[config.mk]
export PLATFORM = sky130hd
export DESIGN_NAME = point_collector
export DESIGN_NICKNAME = d
export VERILOG_FILES = /design/src/rtl/point_collector.sv
export SDC_FILE = /design/constraint.sdc
export NUM_CORES = 1
export LEC_CHECK = 0
export BUFFER_PORTS_ARGS = -buffer_cell sky130_fd_sc_hd__buf_4
export CORE_MARGIN = 2
export CORE_UTILIZATION = 32
export CTS_CLUSTER_SIZE = 8
export DETAILED_ROUTE_END_ITERATION = 8
export PLACE_DENSITY = 0.51
export REMOVE_ABC_BUFFERS = 1
export SLEW_MARGIN = 0
export SYNTH_ARGS = -nofsm -noshare
export SYNTH_HDL_FRONTEND = slang
export SYNTH_SLANG_ARGS = --single-unit
[constraint.sdc]
create_clock -name clk -period 3.15 [get_ports clk]
set_input_delay 0.1575 -clock clk [delete_from_list [all_inputs] [get_ports clk]]
set_output_delay 0.1575 -clock clk [all_outputs]
set_load 0.02 [all_outputs]
[src/rtl/point_collector.sv]
// Per-frame collision checker for the five collectible squares of the active level.
// Owns the visible point mask, the per-level collected count and the saturating score.
module point_collector #(
    parameter int PLAYER_W = 16,
    parameter int PLAYER_H = 16,
    parameter int POINT_W  = 20,
    parameter int POINT_H  = 20,
    parameter int SCORE_W  = 8
) (
    input  logic               clk,
    input  logic               rst,
    input  logic [2:0]         lvl,
    input  logic               level_start,
    input  logic               frame_tick,
    input  logic [10:0]        player_x,
    input  logic [10:0]        player_y,
    output logic [4:0]         point_enable,
    output logic [2:0]         collected,
    output logic [SCORE_W-1:0] score,
    output logic               level_done,
    output logic               busy
);

    typedef enum logic [1:0] {
        IDLE = 2'd0,
        PLAY = 2'd1,
        DONE = 2'd2
    } state_t;

    state_t             state_r, state_nxt_s;
    logic [4:0]         point_enable_r, point_enable_nxt_s;
    logic [2:0]         collected_r, collected_nxt_s;
    logic [SCORE_W-1:0] score_r, score_nxt_s;
    logic               level_done_r, level_done_nxt_s;
    logic               busy_r, busy_nxt_s;
    logic [4:0]         hit_r, hit_nxt_s;
    logic [1:0]         lvl_q_r, lvl_q_nxt_s;

    logic               lvl_valid_s;
    logic [4:0]         overlap_s;
    logic [4:0]         mask_commit_s;
    logic [2:0]         cnt_s;
    logic [SCORE_W:0]   score_sum_s;

    function automatic logic [2:0] popcount5(input logic [4:0] v);
        logic [2:0] c;
        c = 3'd0;
        for (int i = 0; i < 5; i++) begin
            c = c + {2'b00, v[i]};
        end
        return c;
    endfunction

    function automatic logic [11:0] point_x(input logic [1:0] l, input int i);
        logic [11:0] x;
        x = 12'd0;
        if (l == 2'd1) begin
            case (i)
                0:       x = 12'd265;
                1:       x = 12'd515;
                2:       x = 12'd235;
                3:       x = 12'd310;
                4:       x = 12'd400;
                default: x = 12'd0;
            endcase
        end else begin
            x = 12'd0;
        end
        return x;
    endfunction

    function automatic logic [11:0] point_y(input logic [1:0] l, input int i);
        logic [11:0] y;
        y = 12'd0;
        if (l == 2'd1) begin
            case (i)
                0:       y = 12'd220;
                1:       y = 12'd120;
                2:       y = 12'd500;
                3:       y = 12'd460;
                4:       y = 12'd550;
                default: y = 12'd0;
            endcase
        end else begin
            y = 12'd0;
        end
        return y;
    endfunction

    // Strict box overlap; 12-bit operands so the right/bottom edges never wrap.
    function automatic logic box_hit(input logic [11:0] px, input logic [11:0] py,
                                     input logic [11:0] xi, input logic [11:0] yi);
        return (px < xi + 12'(POINT_W)) && (px + 12'(PLAYER_W) > xi) &&
               (py < yi + 12'(POINT_H)) && (py + 12'(PLAYER_H) > yi);
    endfunction

    assign lvl_valid_s   = level_start && (lvl != 3'd0) && (lvl <= 3'd3);
    assign mask_commit_s = point_enable_r & ~hit_r;
    // Only still-present bits are counted, so a back-to-back frame cannot double count.
    assign cnt_s         = popcount5(point_enable_r & hit_r);
    assign score_sum_s   = {1'b0, score_r} + {{(SCORE_W-2){1'b0}}, cnt_s};

    // Overlap of the player box against every point of the latched level.
    always_comb begin
        overlap_s = 5'd0;
        for (int i = 0; i < 5; i++) begin
            overlap_s[i] = box_hit({1'b0, player_x}, {1'b0, player_y},
                                   point_x(lvl_q_r, i), point_y(lvl_q_r, i));
        end
    end

    // State register.
    always_ff @(posedge clk or posedge rst) begin
        if (rst) begin
            state_r <= IDLE;
        end else begin
            state_r <= state_nxt_s;
        end
    end

    // Next-state decode.
    always_comb begin
        state_nxt_s = state_r;
        case (state_r)
            IDLE: begin
                if (lvl_valid_s) state_nxt_s = PLAY;
                else             state_nxt_s = IDLE;
            end
            PLAY: begin
                if (lvl_valid_s)                 state_nxt_s = PLAY;
                else if (mask_commit_s == 5'd0)  state_nxt_s = DONE;
                else                             state_nxt_s = PLAY;
            end
            DONE: begin
                if (lvl_valid_s) state_nxt_s = PLAY;
                else             state_nxt_s = DONE;
            end
            default: state_nxt_s = IDLE;
        endcase
    end

    // Next values of the datapath/output registers.
    always_comb begin
        point_enable_nxt_s = point_enable_r;
        collected_nxt_s    = collected_r;
        score_nxt_s        = score_r;
        hit_nxt_s          = 5'd0;
        lvl_q_nxt_s        = lvl_q_r;
        level_done_nxt_s   = 1'b0;
        busy_nxt_s         = (state_nxt_s == PLAY);
        if (lvl_valid_s) begin
            lvl_q_nxt_s        = lvl[1:0];
            point_enable_nxt_s = 5'b11111;
            collected_nxt_s    = 3'd0;
        end else if (state_r == PLAY) begin
            point_enable_nxt_s = mask_commit_s;
            collected_nxt_s    = collected_r + cnt_s;
            score_nxt_s        = score_sum_s[SCORE_W] ? {SCORE_W{1'b1}} : score_sum_s[SCORE_W-1:0];
            level_done_nxt_s   = (mask_commit_s == 5'd0);
            if (frame_tick && (mask_commit_s != 5'd0)) begin
                hit_nxt_s = overlap_s & point_enable_r;
            end else begin
                hit_nxt_s = 5'd0;
            end
        end else begin
            hit_nxt_s = 5'd0;
        end
    end

    // Datapath and output registers.
    always_ff @(posedge clk or posedge rst) begin
        if (rst) begin
            point_enable_r <= 5'd0;
            collected_r    <= 3'd0;
            score_r        <= {SCORE_W{1'b0}};
            level_done_r   <= 1'b0;
            busy_r         <= 1'b0;
            hit_r          <= 5'd0;
            lvl_q_r        <= 2'd0;
        end else begin
            point_enable_r <= point_enable_nxt_s;
            collected_r    <= collected_nxt_s;
            score_r        <= score_nxt_s;
            level_done_r   <= level_done_nxt_s;
            busy_r         <= busy_nxt_s;
            hit_r          <= hit_nxt_s;
            lvl_q_r        <= lvl_q_nxt_s;
        end
    end

    assign point_enable = point_enable_r;
    assign collected    = collected_r;
    assign score        = score_r;
    assign level_done   = level_done_r;
    assign busy         = busy_r;

endmodule

==> results.cfg <==
[clocking]
insertion_delay_ns = 0.28
cts_root_buffer = clkbuf_8
cts_tree = done
cts.sinks = 27
cts.htree.levels = 1
cts_hold_buffers = 0
clk_path_buf_depth = 2
clk_pin_slew_ns = 0.10
cts_buffers = 3

[sta]
setup_slack_ns = 0.199
period_share_pct = 93.7
tns_ns = 0
fmax_mhz = 339
tightest_slew_ns = 1.01
period_minus_slack_ns = 2.95
rsz0062_at_grt = no
setup_viol = 0
hold_violations = 0
fin_hold_ws_ns = 0.106
drv_slew = 0
slew_headroom_pct = 32.7
fin_skew_ns = 0.00626

[drt]
viasPerCell = 5.25
wirelength_um = 8510
met1_length_um = 3980
drt-pass1-iter-count = 4
via_count = 3050
ant_nets = 0
wl_per_cell_um = 14.6
initialDrtViolationCount = 114
highest_layer = met4
route.detailed.drc = 0
wl_met2_um = 4250
met3_length_um = 207

[outcome]
status = completed

[logic_synthesis]
synth_flop_cell = dfrtp_1
synth_cells = 399
ys_warn_count = 0
ys_ff_latch = 27
syn_avg_cell_area_um2 = 8.04
ys_async_sr_fraction_pct = 100
yosysSeqAreaShare_pct = 21.1
synth_edf_count = 0
mappedNetlistArea_um2 = 3210
synthDistinctLibCells = 66

[power_and_ir_drop]
leakage_nw = 1.73
power.density_nw_per_um2 = 311
peakVddDrop_v = 0.000207

[cells_and_area]
nets = 529
drive_above_1_share_pct = 17.6
area_delta_synth_final_pct = 17.2
multiInputGateArea_um2 = 2360
num-fill-cells = 1047
mostFrequentLayoutCell = nand2_1
final_cell_mix = nand2_1, buf_4, ha_1, nor2_1, inv_1
register_area_um2 = 676
diodes = 0

[worst_setup_path]
cp.arrival_ns = 3.12
crit_path_end_kind = register
startpoint_type = register
worstSetupPathType = reg2reg
worst_ep_required_time_ns = 3.32
cp_max_fo = 3

[floorplan]
io-pin-count = 47
die_w_um = 104
initial_utilization_pct = 32.8
die_h_um = 104
core-area_um2 = 9770
die_area_um2 = 10800
rows = 36

[global_routing]
grt_overflow_total = 0
grt_pass1_wl_um = 14200
grt_max_degree = 31
grtUsageTotal_pct = 15.7
antenna_found_initial = 0
first_global_vias = 2926

[place]
io_buffer_count = 46
pre_cts_ws_ns = 0.164
gp_congestion = 0.817
dp_hpwl_um = 6900

[job]
cap_viol_max_count = 0

[worst_hold_path]
hp-class = in2async
==> path summary, 6_finish.rpt <==
path | start | endpoint | slack, ns | depth (start not counted)
worst max register to register | hit_r[1] | score[7] | 0.20 | 12
worst max-delay path | hit_r[1] | score[7] | 0.20 | 12
worst min register to register | lvl_q_r[1] | lvl_q_r[1] | 0.49 | 2
max in group asynchronous | rst | score[7] | 2.42 | 2
min in group clk | lvl[1] | lvl_q_r[1] | 0.11 | 3
worst min-delay path | rst | level_done | 0.11 | 2
==> synthesized netlist by cell type (4+ instances only) <==
master / count / area share [%]
a21o_1: 5 / 1.2
o21a_1: 4 / 0.94
xnor2_1: 9 / 2.5
nand2_1: 54 / 6.3
nand4_1: 8 / 1.6
and4_1: 4 / 1.1
a31oi_1: 5 / 0.98
ha_1: 47 / 18
inv_1: 31 / 3.6
nand3_1: 15 / 2.3
xor2_1: 5 / 1.4
dfrtp_1: 27 / 21
nor3_1: 9 / 1.4
o21ai_0: 24 / 3.7
a21oi_1: 26 / 4.1
nor4_1: 9 / 1.8
nor2_1: 32 / 3.7
nor2b_1: 6 / 1.2
nand2b_1: 5 / 0.98
fa_1: 4 / 2.5
==> critical path: stages, from the launching register on <==
cell and delay, ns:
dfrtp_1 0.39, nand2_1 0.10, fa_1 0.45, fa_1 0.42, inv_1 0.06, ha_1 0.26, ha_1 0.29, a21o_1 0.10
a21oi_1 0.06, nor2_1 0.14, nand3_1 0.13, nor2_1 0.13, mux2_2 0.33
==> logic make-up after synthesis <==
kind of cell	count (synthesis)	synth area share, %
simple gates	168	26.8
compound gates	94	19.9
buf+inv	39	5.50
fa+ha+maj	51	20.8
xor+xnor	14	3.82
flops	27	21.1
mux	6	2.11
==> through the flow <==
stage | cell area, um2 | total power (W) | cells | util, %
finish | 3760 | 0.00117 | 581 | 38.5
floorplan | 3150 | 0.000775 | 391 | -
detailed placement | 3690 | 0.000972 | 574 | 37.7
CTS | 3740 | 0.00118 | 578 | 38.2
global route | 3760 | 0.00127 | 581 | 38.5
global placement | 3690 | 0.000972 | 574 | 37.7
==> power breakdown <==
group          internal, W  switching, W
clock            0.0000899      0.000112
combinational     0.000243      0.000342
sequential        0.000366     0.0000190
total             0.000699      0.000472
==> flip-flops by register name, summed over array words and instances, names as in the netlist <==
name          flops
busy              1
point_enable      5
state_r           2
hit_r             5
score             8
lvl_q_r           2
collected         3
level_done        1
==> metal layers <==
metal / global-route usage (%) / vias up
met2: 28.7 / 53
met4: 3.57 / 0
met3: 1.19 / 4
met1: 20.1 / 1446
met5: 0 / -
li1: - / 1547
==> what timing repair did <==
| action | in CTS | in global routing |
|---|---|---|
| hold endpoints to repair | 0 | 0 |
| setup buffers | 0 | 3 |
| endpoints found under the setup margin | 0 | 1 |
| resized for setup | 0 | 0 |
==> cell type report <==
cell class | count | area share, %
flip-flops and latches | 27 | 18.0
well taps | 133 | 4.42
multi-input cells | 333 | 62.6
inverters | 31 | 3.09
repair buffers | 53 | 10.6
clock inverters | 1 | 0.200
clock buffers | 3 | 1.10
Note: power is estimated with default switching activity, not from simulation.
